===== src/rtl/strobe_multi_if.sv =====
// strobe_multi_if: control, seed and strobe bundle for strobe_multi.
// master = controller side (drives controls, observes strobes),
// slave  = strobe_multi side.
interface strobe_multi_if #(
   parameter int N_CHAN        = 4,
   parameter int CTRL_PERIOD_W = 16,
   parameter int CTRL_WIDTH_W  = 8,
   parameter int CTRL_JITTER_W = 6
);
   logic                                    i_cg;
   logic [N_CHAN-1:0][CTRL_PERIOD_W-1:0]    i_ctrlPeriodM1;
   logic [N_CHAN-1:0][CTRL_PERIOD_W-1:0]    i_ctrlPhase;
   logic [N_CHAN-1:0][CTRL_WIDTH_W-1:0]     i_ctrlWidthM1;
   logic [N_CHAN-1:0]                       i_ctrlOneShot;
   logic [CTRL_JITTER_W-1:0]                i_ctrlJitter;
   logic [N_CHAN-1:0]                       i_start;
   logic [N_CHAN-1:0]                       i_stop;
   logic [31:0]                             i_jitterSeed;
   logic                                    i_jitterSeedValid;
   logic [31:0]                             o_jitterPrng;
   logic [N_CHAN-1:0]                       o_strobe;
   logic [N_CHAN-1:0]                       o_busy;

   modport master (
      output i_cg, i_ctrlPeriodM1, i_ctrlPhase, i_ctrlWidthM1, i_ctrlOneShot,
             i_ctrlJitter, i_start, i_stop, i_jitterSeed, i_jitterSeedValid,
      input  o_jitterPrng, o_strobe, o_busy
   );

   modport slave (
      input  i_cg, i_ctrlPeriodM1, i_ctrlPhase, i_ctrlWidthM1, i_ctrlOneShot,
             i_ctrlJitter, i_start, i_stop, i_jitterSeed, i_jitterSeedValid,
      output o_jitterPrng, o_strobe, o_busy
   );
endinterface


===== src/rtl/strobe_multi.sv =====
// strobe_multi: N_CHAN independent periodic / one-shot strobe generators.
// Each channel: IDLE -> PHASE (initial delay) -> RUN (periodic boundaries).
// A boundary fires when the down counter hits 0; the pulse starts the next
// cycle and lasts WidthM1+1 cycles. Everything holds while i_cg is low.
// Optional macro STROBE_MULTI_JITTER_EN adds a shared xorshift32 PRNG that
// randomly stretches or shrinks RUN intervals; without it periods are exact
// and o_jitterPrng reads 0.

// One strobe channel.
module strobe_chan #(
   parameter int PW = 16,
   parameter int WW = 8
) (
   input  logic          clk,
   input  logic          rst_n,
   input  logic          cg,
   input  logic          start,
   input  logic          stop,
   input  logic          one_shot,
   input  logic [PW-1:0] period_m1,
   input  logic [PW-1:0] phase,
   input  logic [WW-1:0] width_m1,
   input  logic          jit,
   input  logic          jit_ext,
   output logic          strobe,
   output logic          busy
);
   typedef enum logic [1:0] {IDLE = 2'd0, PHASE = 2'd1, RUN = 2'd2} state_t;

   state_t        st;
   logic [PW-1:0] cnt;
   logic [WW-1:0] wcnt;

   // Channel FSM, period counter and pulse-width counter. The pulse tail is
   // handled first so a later boundary in the same cycle can reload it, and
   // so one-shot / restart never cut a pulse short (only stop does).
   always_ff @(posedge clk or negedge rst_n) begin
      if (!rst_n) begin
         st     <= IDLE;
         cnt    <= '0;
         wcnt   <= '0;
         strobe <= 1'b0;
         busy   <= 1'b0;
      end else if (cg) begin
         if (stop) begin
            st     <= IDLE;
            cnt    <= '0;
            wcnt   <= '0;
            strobe <= 1'b0;
            busy   <= 1'b0;
         end else begin
            if (strobe) begin
               if (wcnt == '0) strobe <= 1'b0;
               else            wcnt   <= wcnt - WW'(1);
            end
            if (start) begin
               st   <= PHASE;
               cnt  <= phase;
               busy <= 1'b1;
            end else if (st != IDLE && cnt == '0) begin
               st     <= one_shot ? IDLE : RUN;
               cnt    <= period_m1;
               wcnt   <= width_m1;
               strobe <= 1'b1;
               busy   <= 1'b1;
            end else begin
               if (st == RUN && jit) begin
                  // extend holds the count; shorten skips one step
                  if (!jit_ext) cnt <= (cnt == PW'(1)) ? '0 : cnt - PW'(2);
               end else if (st != IDLE) begin
                  cnt <= cnt - PW'(1);
               end
               busy <= (st != IDLE) || (strobe && wcnt != '0);
            end
         end
      end
   end
endmodule

module strobe_multi #(
   parameter int N_CHAN        = 4,
   parameter int CTRL_PERIOD_W = 16,
   parameter int CTRL_WIDTH_W  = 8,
   parameter int CTRL_JITTER_W = 6
) (
   input  logic          i_clk,
   input  logic          i_rst_n,
   strobe_multi_if.slave bus
);
   logic [N_CHAN-1:0] strobe;
   logic [N_CHAN-1:0] busy;
   logic [N_CHAN-1:0] jit;
   logic [N_CHAN-1:0] jit_ext;

`ifdef STROBE_MULTI_JITTER_EN
   logic [31:0] prng;

   function automatic logic [31:0] xs32(input logic [31:0] x);
      logic [31:0] y;
      y = x ^ (x << 13);
      y = y ^ (y >> 17);
      y = y ^ (y << 5);
      return y;
   endfunction

   // Shared PRNG: seed load wins over advancing; 0 would lock xorshift up.
   always_ff @(posedge i_clk or negedge i_rst_n) begin
      if (!i_rst_n) begin
         prng <= 32'h0000_0001;
      end else if (bus.i_cg) begin
         if (bus.i_jitterSeedValid)
            prng <= (bus.i_jitterSeed == 32'h0) ? 32'h0000_0001 : bus.i_jitterSeed;
         else
            prng <= xs32(prng);
      end
   end

   assign bus.o_jitterPrng = prng;

   // Each channel draws its own byte of the PRNG word.
   for (genvar k = 0; k < N_CHAN; k++) begin : g_jit
      assign jit[k]     = prng[8*k +: CTRL_JITTER_W] < bus.i_ctrlJitter;
      assign jit_ext[k] = prng[8*k+7];
   end
`else
   logic unused_jitter;

   assign unused_jitter    = ^{bus.i_ctrlJitter, bus.i_jitterSeed, bus.i_jitterSeedValid};
   assign bus.o_jitterPrng = 32'h0;
   assign jit              = '0;
   assign jit_ext          = '0;
`endif

   for (genvar k = 0; k < N_CHAN; k++) begin : g_chan
      strobe_chan #(
         .PW (CTRL_PERIOD_W),
         .WW (CTRL_WIDTH_W)
      ) u_chan (
         .clk       (i_clk),
         .rst_n     (i_rst_n),
         .cg        (bus.i_cg),
         .start     (bus.i_start[k]),
         .stop      (bus.i_stop[k]),
         .one_shot  (bus.i_ctrlOneShot[k]),
         .period_m1 (bus.i_ctrlPeriodM1[k]),
         .phase     (bus.i_ctrlPhase[k]),
         .width_m1  (bus.i_ctrlWidthM1[k]),
         .jit       (jit[k]),
         .jit_ext   (jit_ext[k]),
         .strobe    (strobe[k]),
         .busy      (busy[k])
      );
   end

   assign bus.o_strobe = strobe;
   assign bus.o_busy   = busy;
endmodule


===== src/flat_wrapper.sv =====
// flat-port wrapper written by rule: the top's interface ports become plain ports
module strobe_multi_flat 
#(
   parameter int N_CHAN        = 4,
   parameter int CTRL_PERIOD_W = 16,
   parameter int CTRL_WIDTH_W  = 8,
   parameter int CTRL_JITTER_W = 6
)
  (i_clk, i_rst_n, bus_i_cg, bus_i_ctrlPeriodM1, bus_i_ctrlPhase, bus_i_ctrlWidthM1, bus_i_ctrlOneShot, bus_i_ctrlJitter, bus_i_start, bus_i_stop, bus_i_jitterSeed, bus_i_jitterSeedValid, bus_o_jitterPrng, bus_o_strobe, bus_o_busy);
  strobe_multi_if #(.N_CHAN(N_CHAN), .CTRL_PERIOD_W(CTRL_PERIOD_W), .CTRL_WIDTH_W(CTRL_WIDTH_W), .CTRL_JITTER_W(CTRL_JITTER_W)) bus_i ();
  input  logic i_clk;
  input  logic i_rst_n;
  input wire logic [$bits(bus_i.i_cg)-1:0] bus_i_cg;
  input wire logic [$bits(bus_i.i_ctrlPeriodM1)-1:0] bus_i_ctrlPeriodM1;
  input wire logic [$bits(bus_i.i_ctrlPhase)-1:0] bus_i_ctrlPhase;
  input wire logic [$bits(bus_i.i_ctrlWidthM1)-1:0] bus_i_ctrlWidthM1;
  input wire logic [$bits(bus_i.i_ctrlOneShot)-1:0] bus_i_ctrlOneShot;
  input wire logic [$bits(bus_i.i_ctrlJitter)-1:0] bus_i_ctrlJitter;
  input wire logic [$bits(bus_i.i_start)-1:0] bus_i_start;
  input wire logic [$bits(bus_i.i_stop)-1:0] bus_i_stop;
  input wire logic [$bits(bus_i.i_jitterSeed)-1:0] bus_i_jitterSeed;
  input wire logic [$bits(bus_i.i_jitterSeedValid)-1:0] bus_i_jitterSeedValid;
  output wire logic [$bits(bus_i.o_jitterPrng)-1:0] bus_o_jitterPrng;
  output wire logic [$bits(bus_i.o_strobe)-1:0] bus_o_strobe;
  output wire logic [$bits(bus_i.o_busy)-1:0] bus_o_busy;
  assign bus_i.i_cg = bus_i_cg;
  assign bus_i.i_ctrlPeriodM1 = bus_i_ctrlPeriodM1;
  assign bus_i.i_ctrlPhase = bus_i_ctrlPhase;
  assign bus_i.i_ctrlWidthM1 = bus_i_ctrlWidthM1;
  assign bus_i.i_ctrlOneShot = bus_i_ctrlOneShot;
  assign bus_i.i_ctrlJitter = bus_i_ctrlJitter;
  assign bus_i.i_start = bus_i_start;
  assign bus_i.i_stop = bus_i_stop;
  assign bus_i.i_jitterSeed = bus_i_jitterSeed;
  assign bus_i.i_jitterSeedValid = bus_i_jitterSeedValid;
  assign bus_o_jitterPrng = bus_i.o_jitterPrng;
  assign bus_o_strobe = bus_i.o_strobe;
  assign bus_o_busy = bus_i.o_busy;
  strobe_multi #(.N_CHAN(N_CHAN), .CTRL_PERIOD_W(CTRL_PERIOD_W), .CTRL_WIDTH_W(CTRL_WIDTH_W), .CTRL_JITTER_W(CTRL_JITTER_W)) u_core (.i_clk(i_clk), .i_rst_n(i_rst_n), .bus(bus_i));
endmodule

===== config.mk =====
export PLATFORM = sky130hd
export DESIGN_NAME = strobe_multi_flat
export DESIGN_NICKNAME = d
export VERILOG_FILES = /design/src/rtl/strobe_multi_if.sv /design/src/rtl/strobe_multi.sv /design/src/flat_wrapper.sv
export SDC_FILE = /design/constraint.sdc
export NUM_CORES = 1
export LEC_CHECK = 0
export ABC_AREA = 1
export ABC_CLOCK_PERIOD_IN_PS = 2500
export CAP_MARGIN = 20
export CORE_UTILIZATION = 45
export CTS_BUF_LIST = sky130_fd_sc_hd__clkbuf_16
export CTS_CLUSTER_DIAMETER = 30
export DETAILED_ROUTE_END_ITERATION = 10
export HOLD_SLACK_MARGIN = 0.03
export PLACE_DENSITY = 0.73
export SETUP_SLACK_MARGIN = 0.3
export SYNTH_ARGS = -nofsm -noshare
export SYNTH_HDL_FRONTEND = slang
export SYNTH_HIERARCHICAL = 1
export SYNTH_SLANG_ARGS = --single-unit

===== constraint.sdc =====
create_clock -name i_clk -period 2.5 [get_ports i_clk]
set_input_delay 0.5 -clock i_clk [delete_from_list [all_inputs] [get_ports i_clk]]
set_output_delay 0.5 -clock i_clk [all_outputs]
set_load 0.02 [all_outputs]

==> results.json, run 1 <==
{
  "cp-end-kind": "register",
  "skew_ps": 16.1,
  "cp_cell_sequence": "inv_1 -> ha_1 -> nand2_4 -> nor3_4 -> nand2_4 -> or2_2 -> nand3_1 -> a21oi_2",
  "cap_violations": 0,
  "crit_top_cell": "nand2_4",
  "wl_per_cell_um": 13.9,
  "synth_simple_gate_area_frac": 0.397,
  "hold_buffers": 0,
  "critPathRequiredTime_ps": 2750,
  "synth-xor-area-share": 0.0426,
  "clkTransAtPathRegs_ps": 90,
  "sw_frac_of_total": 0.383,
  "cts_sinks": 112,
  "cts_root_buf": "clkbuf_16",
  "ys_types": 48,
  "drive_gt1_frac": 0.0836,
  "area_delta_synth_final_pct": 20.5,
  "peakVddDrop_mv": 0.231,
  "p_comb_frac": 0.355,
  "clock_latency_ps": 370,
  "p_per_area_nw_per_um2": 441,
  "htreeDepth": 3,
  "cts_tree": "done",
  "synth_compound_area_frac": 0.145,
  "synthAdderAreaFrac": 0.0316,
  "sequentialPowerShare": 0.384,
  "synth_top_family_by_area": "simple AND/OR/NAND/NOR gates",
  "rows": 57,
  "cts_inserted_buffers": 9,
  "fmax_mhz": 475,
  "arrival_ps": 2360,
  "die_y_um": 159,
  "syn_avg_cell_area_sq_um": 6.48,
  "ios": 254,
  "synth-seq-cells": 112,
  "synthesis.area_sq_um": 11100,
  "grt_pass1_vias": 10902,
  "p_int_uw": 3640,
  "power.leakage_uw": 0.00669,
  "yosysSeqAreaShare": 0.253,
  "grt_pass1_wl_um": 52500,
  "routed_wl_um": 30800,
  "globalplace.congestion": 0.940,
  "hpwl_um": 22800,
  "slowest_stage": "dfrtp_1",
  "coreArea_sq_um": 24200,
  "cts_buffer_depth": 2,
  "p_sw_uw": 2260,
  "drc": 0,
  "muxShareOfSynthArea": 0,
  "ant_nets": 0,
  "setup_viol": 0,
  "via_per_inst": 5.16,
  "layout.nets": 2127,
  "period_needed_ps": 2110,
  "fin_util": 0.551,
  "synth-warning-count": 6,
  "port_buffers": 182,
  "worstSetupStartpointType": "register",
  "drt_pre_antenna_iters": 5,
  "antenna_found_initial": 0,
  "worstSetupPathType": "register to register",
  "status": "completed",
  "critPathBufInv": 1,
  "slew_headroom": 0.533,
  "maxSlewViolCount": 0,
  "tightestPinTransition_ps": 701,
  "num_vias": 11418,
  "dieWidth_um": 159,
  "p_clk_frac": 0.261,
  "finalCritPeriodShare": 0.843,
  "start_util": 0.457,
  "die_area_sq_um": 25300,
  "grt_usage": 0.248,
  "num_antenna_cells": 0,
  "hold_viol": 0,
  "cpPeakStageDelay_ps": 400,
  "crit_family": "simple AND/OR/NAND/NOR gates",
  "grt_overflow_total": 0,
  "setup_tns_ps": 0,
  "critical_path.max_fanout": 22,
  "hold_class": "input pin to async pin",
  "syn-instance-count": 1713,
  "holdWs_ps": 167,
  "drtIter0Drc": 811,
  "rsz0062_at_grt": "true",
  "grt_max_degree": 113
}
through the flow:
step / cell area [sq um] / worst slack, ps / total power, uW / cells
floorplan: 11200 / 800 / 3750 / 1752
global placement: 13000 / 282 / 4320 / 2198
detailed placement: 13000 / 232 / 4370 / 2198
CTS: 13300 / 318 / 5930 / 2214
global route: 13400 / 239 / 6310 / 2214
finish: 13400 / 393 / 5900 / 2214
registers in the layout (all words and copies together), names as in the netlist:
signal and flops:
u_core/g_chan.u_chan/cnt 64, u_core/g_chan.u_chan/busy 4, u_core/g_chan.u_chan/strobe 4, u_core/g_chan.u_chan/st 8
u_core/g_chan.u_chan/wcnt 32
Yosys cell counts, drive strengths merged:
cell type / count / area share
a21o: 3 / 0.0020
a21oi: 86 / 0.052
a31oi: 1 / 0.00056
buf: 63 / 0.047
clkbuf: 14 / 0.0048
conb: 1 / 0.00034
dfrtp: 112 / 0.25
ha: 28 / 0.032
inv: 227 / 0.079
nand2: 431 / 0.16
nand3: 185 / 0.091
nand3b: 2 / 0.0014
nand4: 37 / 0.025
nor2: 265 / 0.11
nor3: 12 / 0.0085
nor3b: 5 / 0.0034
nor4: 1 / 0.00056
o211ai: 27 / 0.020
o21a: 3 / 0.0020
o21ai: 137 / 0.063
o22ai: 7 / 0.0039
o41ai: 3 / 0.0024
or2: 9 / 0.0051
xnor2: 7 / 0.0055
xor2: 47 / 0.037
cell families (layout without fill, tap and decap cells):
family / Yosys count / in the layout
and+or+nand+nor: 947 / 947
buffers and inverters: 304 / 442
AOI/OAI and AO/OA: 267 / 267
DFF: 112 / 112
xor gates and xnor gates: 54 / 54
adders and majority gates: 28 / 28
other: 1 / 40
worst register-to-register path, cell delays in order (launching register included):
cell and delay (ps):
dfrtp_1 400, inv_1 180, ha_1 230, nand2_4 80, nor3_4 340, nand2_4 240, or2_2 370, nand3_1 110
a21oi_2 60
worst paths after layout:
path                                           startpoint                              end  slack (ps)  cells after the start
setup / recovery           u_core/g_chan[2].u_chan/cnt[1]   u_core/g_chan[2].u_chan/cnt[5]         390                      8
hold / removal                                    i_rst_n   u_core/g_chan[1].u_chan/cnt[1]         170                      2
setup reg to reg           u_core/g_chan[2].u_chan/cnt[1]   u_core/g_chan[2].u_chan/cnt[5]         390                      8
hold reg to reg              u_core/g_chan[0].u_chan/busy     u_core/g_chan[0].u_chan/busy         500                      2
max in group asynchronous                         i_rst_n  u_core/g_chan[3].u_chan/cnt[10]        1760                      2
min in group i_clk           u_core/g_chan[0].u_chan/busy     u_core/g_chan[0].u_chan/busy         500                      2
layout make-up:
cell class	count	area, sq um
flip-flops and latches	112	2800
clock buffers	9	225
clock inverters	7	70.1
multi-input cells	1336	7020
fillers	2409	10900
inverters	227	875
well taps	324	405
repair buffers	199	1970
per-layer routing:
layer	track usage	routed length, um
met1	0.335	14100
met2	0.417	14700
met3	0.0271	1530
met4	0.0734	471
met5	0	0
power by group through the flow:
| stage | logic (uW) | clock network, uW | registers (uW) |
|---|---|---|---|
| final | 2100 | 1540 | 2260 |
| after global routing | 2360 | 1650 | 2290 |
| after CTS | 2090 | 1590 | 2260 |
| after detailed placement | 2080 | 0 | 2290 |
| after global placement | 2030 | 0 | 2280 |
| after floorplan | 1530 | 0 | 2210 |
cell usage in the layout, fill, tap and decap left out, types with 7 or more instances in the layout:
cell type	count
buf_4	16
nor3_1	9
clkbuf_16	9
nand3_1	174
nor2_2	17
xor2_1	47
nand2_2	7
o22ai_1	7
inv_1	221
a21oi_2	39
dfrtp_1	112
nand2_4	12
xnor2_1	7
nor2_4	10
conb_1	40
clkdlybuf4s50_1	181
nand4_1	34
a21oi_1	47
nor2_1	234
o211ai_1	24
o21ai_0	130
ha_1	28
nand2_1	411
what timing repair did:
item | CTS | global route
gates resized for setup | 0 | 6
endpoints found under the setup margin | 0 | 24
hold endpoints to repair | 0 | 0
setup buffers | 0 | 0
(Power assumes the default switching activity.)
==> inputs of run 2 (changes only) <==
--- a/config.mk
+++ b/config.mk
@@ -6,14 +6,14 @@
 export NUM_CORES = 1
 export LEC_CHECK = 0
 export ABC_AREA = 1
-export ABC_CLOCK_PERIOD_IN_PS = 2500
+export ABC_CLOCK_PERIOD_IN_PS = 1800
 export CAP_MARGIN = 20
 export CORE_UTILIZATION = 45
 export CTS_BUF_LIST = sky130_fd_sc_hd__clkbuf_16
 export CTS_CLUSTER_DIAMETER = 30
 export DETAILED_ROUTE_END_ITERATION = 10
 export HOLD_SLACK_MARGIN = 0.03
-export PLACE_DENSITY = 0.73
+export PLACE_DENSITY = 0.76
 export SETUP_SLACK_MARGIN = 0.3
 export SYNTH_ARGS = -nofsm -noshare
 export SYNTH_HDL_FRONTEND = slang
==> constraint.sdc (replaced) <==
create_clock -name i_clk -period 1.8 [get_ports i_clk]
set_input_delay 0.36 -clock i_clk [delete_from_list [all_inputs] [get_ports i_clk]]
set_output_delay 0.36 -clock i_clk [all_outputs]
set_load 0.02 [all_outputs]
==> run 2 against run 1 <==
Effect of this change: the run now ends with design-rule violations, negative setup slack left; largest power group is now combinational cells; critical path depth rose by 1; total power grew 67%; combinational power is 130% higher; register-to-register slack lost 500 ps; clock power is 34% higher; first-iteration DRC count up 50%; cell count up 10%; clock-buffer cell count is the same; routed wire length up 29%; flip-flop and latch count stayed put; die area unchanged; largest cell class unchanged.
==> results.json, run 2 (synthesis results as in run 1) <==
{
  "sw_frac_of_total": 0.404,
  "arrival_ps": 2130,
  "sequentialPowerShare": 0.307,
  "slew_headroom": 0.586,
  "port_buffers": 182,
  "met1Wirelength_um": 15800,
  "wl_met3_um": 2750,
  "cts_inserted_buffers": 9,
  "cts_tree": "done",
  "dieWidth_um": 159,
  "largest_register": "u_core/g_chan.u_chan/cnt",
  "biggestRegsByFlops": "u_core/g_chan.u_chan/cnt (64), u_core/g_chan.u_chan/wcnt (32), u_core/g_chan.u_chan/st (8)",
  "status": "finished, violations left",
  "grt_usage": 0.295,
  "skew_ps": 11.5,
  "rows": 57,
  "num_vias": 13353,
  "top_layer": "met4",
  "via_per_inst": 5.47,
  "drt_pre_antenna_iters": 11,
  "grt_max_degree": 42,
  "holdWs_ps": 493,
  "p_sw_uw": 3980,
  "placedCellCount": 2297,
  "drc": 2,
  "wl_per_cell_um": 16.4,
  "p_clk_frac": 0.209,
  "die_y_um": 159,
  "layout_common_cells": "377 x nand2_1, 190 x inv_1, 189 x nor2_1",
  "rsz0062_at_grt": "true",
  "globalplace.congestion": 0.912,
  "ant_nets": 0,
  "die_area_sq_um": 25300,
  "antenna_found_initial": 0,
  "worst_slack_ps": -105,
  "wl_met2_um": 19800,
  "grt_pass1_wl_um": 61700,
  "nFillCells": 1878,
  "cts_sinks": 112,
  "period_needed_ps": 1900,
  "start_util": 0.457,
  "hold_viol": 0,
  "critPathRequiredTime_ps": 2030,
  "cts_root_buf": "clkbuf_16",
  "cts_buffer_depth": 2,
  "htreeDepth": 3,
  "finalCritPeriodShare": 1.06,
  "p_int_uw": 5880,
  "worstSetupPathType": "register to register",
  "drive_gt1_frac": 0.312,
  "peakVddDrop_mv": 0.378,
  "clock_latency_ps": 370,
  "p_comb_frac": 0.484,
  "routed_wl_um": 39900,
  "cap_violations": 0,
  "worstSetupStartpointType": "register",
  "power.leakage_uw": 0.00820,
  "num_antenna_cells": 0,
  "violations": "design-rule violations, negative setup slack",
  "area_delta_synth_final_pct": 51.1,
  "drtIter0Drc": 1219,
  "hold_class": "input pin to async pin",
  "grt_overflow_total": 0,
  "final_cells": 2439,
  "ios": 254,
  "grt_pass1_vias": 12752,
  "fmax_mhz": 525,
  "p_per_area_nw_per_um2": 589,
  "clkTransAtPathRegs_ps": 80,
  "cp-end-kind": "register",
  "hpwl_um": 24700,
  "maxSlewViolCount": 0,
  "setup_viol": 1,
  "tightestPinTransition_ps": 619,
  "final_common_cell": "nand2_1",
  "layout.nets": 2352,
  "coreArea_sq_um": 24200,
  "critical_path.max_fanout": 13,
  "largest_reg_flops": 64
}
==> run 2: cell types whose count changed in the layout (fill, tap and decap cells not counted), moves of 26 or more <==
cell	before	now
buf_4	16	179
buf_6	0	41
inv_1	221	190
nand2_1	411	377
nand3_1	174	146
nand3_2	5	31
nor2_1	234	189
o21ai_0	130	16
o21ai_1	4	54
o21ai_2	3	62
==> run 2: power by group through the flow <==
| stage | clock network [uW] | logic, uW | registers (uW) |
|---|---|---|---|
| 2_1_floorplan | 0 | 2230 | 3090 |
| 3_3_place_gp | 0 | 3400 | 3070 |
| 3_5_place_dp | 0 | 3480 | 3080 |
| 4_1_cts | 2110 | 4110 | 3020 |
| 5_1_grt | 2200 | 5130 | 3060 |
| 6_report | 2060 | 4780 | 3030 |
==> run 2: critical path, cell delays in order, from the launching register on <==
cell	delay [ps]
dfrtp_1	400
inv_2	150
ha_4	170
nand3_4	80
nor2_4	180
nand2_8	150
nor2_4	150
inv_4	100
o21ai_0	220
o21ai_0	160
==> run 2: metal layers <==
layer / GRT usage / up-vias
met5: 0 / -
met4: 0.135 / 0
met3: 0.0435 / 181
met2: 0.514 / 713
met1: 0.359 / 6194
li1: - / 6265
==> run 2: area by class of cell <==
| cell class | count | area (sq um) | share of cell area |
|---|---|---|---|
| clock buffer | 9 | 225 | 0.0134 |
| clock inverter | 7 | 57.6 | 0.00343 |
| inverter | 227 | 902 | 0.0538 |
| multi-input combinational | 1340 | 8340 | 0.498 |
| sequential | 112 | 2820 | 0.168 |
| tap | 324 | 405 | 0.0242 |
| timing repair buffer | 420 | 4010 | 0.239 |
==> run 2: through the flow <==
| stage | utilization | worst slack (ps) | setup TNS [ps] | total power, uW | area (sq um) |
|---|---|---|---|---|---|
| after floorplan | - | 177 | 0 | 5320 | 11500 |
| after global placement | 0.578 | -170 | -9130 | 6470 | 14000 |
| after detailed placement | 0.578 | -251 | -12230 | 6560 | 14000 |
| after CTS | 0.653 | 62.7 | 0 | 9240 | 15800 |
| after global routing | 0.691 | -129 | -699 | 10400 | 16800 |
| final | 0.691 | -105 | -105 | 9870 | 16800 |
==> run 2: path summary, 6_finish.rpt <==
check | startpoint | end | slack [ps] | cells past startpoint
worst min register to register | u_core/g_chan[0].u_chan/busy | u_core/g_chan[0].u_chan/busy | 510 | 2
worst max-delay path | u_core/g_chan[3].u_chan/cnt[1] | u_core/g_chan[3].u_chan/wcnt[3] | -100 | 9
worst min-delay path | i_rst_n | u_core/g_chan[2].u_chan/wcnt[5] | 490 | 2
max in group asynchronous | i_rst_n | u_core/g_chan[2].u_chan/cnt[7] | 630 | 3
worst max register to register | u_core/g_chan[3].u_chan/cnt[1] | u_core/g_chan[3].u_chan/wcnt[3] | -100 | 9
min in group i_clk | u_core/g_chan[0].u_chan/busy | u_core/g_chan[0].u_chan/busy | 510 | 2
==> run 2: repair_timing <==
item / CTS / global route
resized for setup: 258 / 186
cloned: 10 / 0
endpoints found under the setup margin: 120 / 116
endpoints found under the hold margin: 22 / 0
hold buffers: 1 / 0
buffers inserted: 79 / 36
pin swaps: 109 / 91
